## src/rtl/regfile_scoreboard.sv

```systemverilog
// Integer register file with write-to-read bypass and a per-register pending (scoreboard) bit.
// Latency: reads, busy and alloc_conflict are combinational; writes, allocs and flush take effect after the clock edge.
// Backpressure: none internally; issue logic stalls on rsX_busy, and alloc_conflict is advisory only.
module regfile_scoreboard #(
   parameter int XLEN      = 32,
   parameter int NREGS     = 32,
   parameter int AW        = $clog2(NREGS),
   parameter bit HARD_ZERO = 1'b1
) (
   input  logic            clk,
   input  logic            rst,
   input  logic [AW-1:0]   rs1_addr,
   input  logic [AW-1:0]   rs2_addr,
   output logic [XLEN-1:0] rs1_data,
   output logic [XLEN-1:0] rs2_data,
   output logic            rs1_busy,
   output logic            rs2_busy,
   input  logic            wr_en,
   input  logic [AW-1:0]   wr_addr,
   input  logic [XLEN-1:0] wr_data,
   input  logic            alloc_en,
   input  logic [AW-1:0]   alloc_addr,
   output logic            alloc_conflict,
   input  logic            flush,
   output logic            any_pending
);

   logic [XLEN-1:0]  regs [NREGS];
   logic [NREGS-1:0] pending;
   logic [NREGS-1:0] pending_nxt;

   logic rs1_zero, rs2_zero, wr_zero, alloc_zero;
   logic rs1_hit, rs2_hit, alloc_hit;

   // Register 0 is hardwired only when HARD_ZERO is set.
   assign rs1_zero   = HARD_ZERO && (rs1_addr == '0);
   assign rs2_zero   = HARD_ZERO && (rs2_addr == '0);
   assign wr_zero    = HARD_ZERO && (wr_addr == '0);
   assign alloc_zero = HARD_ZERO && (alloc_addr == '0);

   // A writeback addressing the same register as a reader or allocator this cycle.
   assign rs1_hit   = wr_en && (wr_addr == rs1_addr);
   assign rs2_hit   = wr_en && (wr_addr == rs2_addr);
   assign alloc_hit = wr_en && (wr_addr == alloc_addr);

   // Read ports: hardwired zero first, then same-cycle bypass, then the array.
   always_comb begin
      rs1_data = regs[rs1_addr];
      rs2_data = regs[rs2_addr];
      if (rs1_hit)  rs1_data = wr_data;
      if (rs2_hit)  rs2_data = wr_data;
      if (rs1_zero) rs1_data = '0;
      if (rs2_zero) rs2_data = '0;
   end

   // A writeback presented this cycle releases the stall immediately.
   assign rs1_busy = !rs1_zero && pending[rs1_addr] && !rs1_hit;
   assign rs2_busy = !rs2_zero && pending[rs2_addr] && !rs2_hit;

   // WAW warning; the allocation is still performed.
   assign alloc_conflict = alloc_en && !alloc_zero && pending[alloc_addr] && !alloc_hit;

   assign any_pending = |pending;

   // Pending update ordering: write clears, a newer alloc re-sets, flush wipes everything.
   always_comb begin
      pending_nxt = pending;
      if (wr_en && !wr_zero)
         pending_nxt[wr_addr] = 1'b0;
      if (alloc_en && !alloc_zero)
         pending_nxt[alloc_addr] = 1'b1;
      if (flush)
         pending_nxt = '0;
   end

   // Scoreboard state register.
   always_ff @(posedge clk) begin
      if (rst)
         pending <= '0;
      else
         pending <= pending_nxt;
   end

   // Register contents; only reset blocks a data write, flush does not.
   always_ff @(posedge clk) begin
      if (rst) begin
         for (int i = 0; i < NREGS; i++)
            regs[i] <= '0;
      end else if (wr_en && !wr_zero) begin
         regs[wr_addr] <= wr_data;
      end
   end

endmodule

```

## config.mk

```make
export PLATFORM = sky130hd
export DESIGN_NAME = regfile_scoreboard
export DESIGN_NICKNAME = d
export VERILOG_FILES = /design/src/rtl/regfile_scoreboard.sv
export SDC_FILE = /design/constraint.sdc
export NUM_CORES = 2
export LEC_CHECK = 0
export ABC_AREA = 1
export CAP_MARGIN = 20
export CORE_ASPECT_RATIO = 2
export CORE_UTILIZATION = 45
export CTS_BUF_LIST = sky130_fd_sc_hd__clkbuf_4 sky130_fd_sc_hd__clkbuf_8
export DETAILED_ROUTE_END_ITERATION = 6
export GPL_ROUTABILITY_DRIVEN = 1
export SYNTH_ARGS = -nofsm -noshare
export SYNTH_HDL_FRONTEND = slang
export SYNTH_SLANG_ARGS = --single-unit
```

## constraint.sdc

```tcl
create_clock -name clk -period 2.88 [get_ports clk]
set_clock_uncertainty 0.2 [all_clocks]
set_input_delay 0.288 -clock clk [delete_from_list [all_inputs] [get_ports clk]]
set_output_delay 0.288 -clock clk [all_outputs]
set_load 0.005 [all_outputs]
```

Yosys cells after proc, flatten, opt, wreduce, memory -nomap -nowiden --
Memory sizes are Yosys's and may differ from the RTL's. Cells that the tools add are included.
Word-level totals: word-level logic and storage cells 65, bits of input ports 57, memory bits (writable) 1024, flip-flop bits (word level) 32, memories 1
Operators by class: multiplexer cells 24, reductions and logical operators 27, bitwise gates (word level) 3, $lt $le $gt $ge 6, equality and inequality tests 3
Memory list:
- regs | words 32, bits a word 32, read ports 2, clocked after Yosys merged registers in 0, write ports 32, RTL line 28 | logic [XLEN-1:0] regs [NREGS];
Operator list (number):
- 2-to-1 mux 32 bit | 7
- OR reduction 32 bit | 2
- bitwise AND 32 bit | 1
- NOT 32 bit | 1
- OR 32 bit | 1
- less-than comparator 5 x 6 -> 1 bit (second input constant) | 4
- zero test 5 bit | 4
- binary-select mux 1 bit (select 5 bit) | 3
- == test 5 bit | 3
- logical AND 1 bit | 13
- 2-to-1 mux 1 bit | 11
- demux 1 bit (select 5 bit) | 2
- greater-or-equal comparator 5 x 1 -> 1 bit (second input constant) | 2
- zero test 1 bit | 7
- 2-to-1 mux 5 bit | 1
- OR reduction 2 bit | 1

Depth between registers and ports, before layout --
depth in word-level cells 9, depth in mapped cells 14

Least setup slack after synthesis --
Ideal clock, no wire load.
kind input to register, start point input port wr_addr[4], end point memory regs[17][0], enable pin, slack 0.192 ns, stages on the path 8, data arrival time 2.099 ns, path through buf_6 inv_2 nor3_1 inv_2 nor2_1 nand2_1 buf_2 nand2_1
RTL lines:
- start: declaration | RTL line 19 | input logic [AW-1:0] wr_addr,
- end: declaration | RTL line 28

==> results.sh <==
export IMPL_hold_depth=7
export IMPL_avgSynthCellArea_um2=8.01
export IMPL_fin_crit_sh=1.01
export IMPL_yosys_warnings=0
export IMPL_yosysUniqueCellTypes=39
export IMPL_r2r_start="pending[24]"
export IMPL_gr_total_overflow=0
export IMPL_crit_type="flip-flop to output pin"
export IMPL_grt_pass1_vias=57800
export IMPL_setup_slack_ps=-18.1
export IMPL_dieArea_um2=136000
export IMPL_cts_buffer_depth=4
export IMPL_vdd_drop_max_mv=0.384
export IMPL_synth_edf_count=1024
export IMPL_required_ps=2390
export IMPL_setup_violations=2
export IMPL_layout_min_cycle_time_ps=2900
export IMPL_htreeDepth=4
export IMPL_grt_usage=0.419
export IMPL_die_w_um=261
export IMPL_synth_top_cell_by_area="edfxtp_1"
export IMPL_path_max_fanout=2
export IMPL_fillerInstances=12100
export IMPL_drv_cap=0
export IMPL_routed_via_density=6.17
export IMPL_yosys_most_used_dff="edfxtp_1"
export IMPL_io_buffers=124
export IMPL_p_per_area_nw_per_um2=514
export IMPL_clock_latency_ps=850
export IMPL_place_congestion=0.991
export IMPL_dr_pass1_iters=7
export IMPL_crit_path_start="regs[26][16]"
export IMPL_dp_hpwl_um=191000
export IMPL_grt_first_pass_wirelength_um=402000
export IMPL_finalSetupTns_ps=-35.7
export IMPL_r2r_slack_ps=1810
export IMPL_worstMarginPinSlew_ps=735
export IMPL_r2r_end="pending[24]"
export IMPL_worst_hold_path_endpoint="pending[21]"
export IMPL_final_util=0.555
export IMPL_yosysSeqAreaShare=0.519
export IMPL_placed_area_um2=69300
export IMPL_crit_path_start_kind="flip-flop"
export IMPL_finish_net_count=7950
export IMPL_initial_core_util=0.453
export IMPL_wl_per_cell_um=29.4
export IMPL_cts_tree="yes"
export IMPL_finalHoldViolCount=0
export IMPL_fmax_ghz=0.345
export IMPL_first_iter_violations=8074
export IMPL_rsz0062_at_grt="yes"
export IMPL_slew_violations=0
export IMPL_worstHoldStart="wr_en"
export IMPL_synth_top_area_frac=0.508
export IMPL_vias=60100
export IMPL_drcViolationCount=26
export IMPL_final_common_cell="nand2_1"
export IMPL_multiInputGateArea_um2=25500
export IMPL_endpoint_kind="output pin"
export IMPL_ios=125
export IMPL_finalInstanceArea_um2=74100
export IMPL_r2r_cells=2
export IMPL_clk_pin_slew_ps=70
export IMPL_arrival_ps=2410
export IMPL_synth_area_um2=60500
export IMPL_hold_path_class="input pin to flip-flop"
export IMPL_drive_gt1_frac=0.189
export IMPL_syn_inst=7552
export IMPL_ant_nets=0
export IMPL_clock_root_buffer="clkbuf_8"
export IMPL_synth_area_leaders="edfxtp_1 51%, nand2_1 11%, nand3_1 8.9%"
export IMPL_cts_buffers=166
export IMPL_outcome="finished with violations"
export IMPL_ys_ff_latch=1056
export IMPL_cts_sinks=1056
export IMPL_p_leak_nw=31.0
export IMPL_ys_async_sr_fraction=0
export IMPL_die_height_um=521
export IMPL_core_area_um2=134000
export IMPL_regArea_um2=31400
export IMPL_violations="DRC, setup timing"
export IMPL_worst_slew_margin_rel=0.509
export IMPL_synthToLayoutAreaGrowth_pct=22.4
export IMPL_wl_um=287000
export IMPL_final_cell_mix="1690 x nand2_1, 1064 x nor2_1, 1024 x edfxtp_1"
export IMPL_grt_max_degree=80
export IMPL_antenna_found_initial=11
export IMPL_rows=190
export IMPL_hold_slack_ps=82.2
[synth_stat cells, drive strengths merged (32+ instances only)]
| cell type | n |
|---|---|
| clkbuf | 316 |
| inv | 681 |
| o21ai | 266 |
| nand2 | 1834 |
| o211ai | 387 |
| buf | 336 |
| a21oi | 306 |
| nand3 | 1080 |
| nor2 | 1175 |
| or2 | 41 |
| dfxtp | 32 |
| edfxtp | 1024 |
[layer usage]
layer / vias up / share of wire / track usage
met5: - / 0.000070 / 0
met4: 2 / 0.12 / 0.415
met3: 1594 / 0.11 / 0.105
met2: 4332 / 0.46 / 0.666
met1: 28400 / 0.31 / 0.445
li1: 25800 / - / -
[sequential cells by signal, indices dropped and copies added (netlist names)]
signal   cells
regs      1024
pending     32
[worst max path at each step]
stage                               to  cells past startpoint
after floorplan            regs[17][0]                      8
after global placement        rs2_busy                     15
after detailed placement      rs2_busy                     15
after CTS                 rs1_data[16]                      8
after global routing      rs2_data[16]                     10
final                     rs2_data[16]                     10
[metrics by stage]
step | total power [mW] | cells | worst slack (ps)
4_1_cts | 37.8 | 9732 | -86.2
5_1_grt | 39.1 | 9739 | -80.0
6_report | 38.1 | 9747 | -18.1
2_1_floorplan | 21.4 | 7583 | 192
3_3_place_gp | 24.7 | 9429 | -682
3_5_place_dp | 24.8 | 9429 | -667
[power breakdown]
part / switching, mW / leakage (nW) / total, mW / internal [mW]
sequential: 0.380 / 10.0 / 18.0 / 17.7
combinational: 4.63 / 19.3 / 6.91 / 2.28
clock: 6.43 / 1.65 / 13.1 / 6.71
total: 11.4 / 31.0 / 38.1 / 26.7
[logic make-up (layout without fill, tap and decap cells)]
kind of cell / Yosys count / in the layout / synth area share
buffers and inverters: 1337 / 1762 / 0.0916
AOI/OAI and AO/OA: 986 / 986 / 0.0986
other: 1 / 43 / 0.0000620
DFF: 1056 / 1056 / 0.519
and+or+nand+nor: 4172 / 4172 / 0.291
[timing repair]
item / CTS / global route
endpoints found under the setup margin: 68 / 60
hold buffers: 2 / 0
buffers inserted: 25 / 5
hold endpoints to repair: 33 / 0
cloned: 0 / 0
pin swaps: 153 / 157
gates resized for setup: 433 / 180
[worst max-delay path, stage by stage, from the launching register on]
cell      delay, ps
edfxtp_1        410
buf_6           130
o211ai_1        240
nand3_1         110
nand2_1          90
nand2_1          60
nand2_2         130
nand2_1          60
nor2_1          100
nor2_1           50
buf_2           120
[layout make-up]
cell class                      count  share of cell area
Multi-Input combinational cell   5190               0.344
Tap cell                         1728              0.0292
Timing Repair Buffer              794               0.125
Clock buffer                      206              0.0351
Clock inverter                     77             0.00761
Sequential cell                  1056               0.424
Antenna cell                       11            0.000371
Inverter                          685              0.0353
No activity file was read; power rests on OpenSTA's default activity.
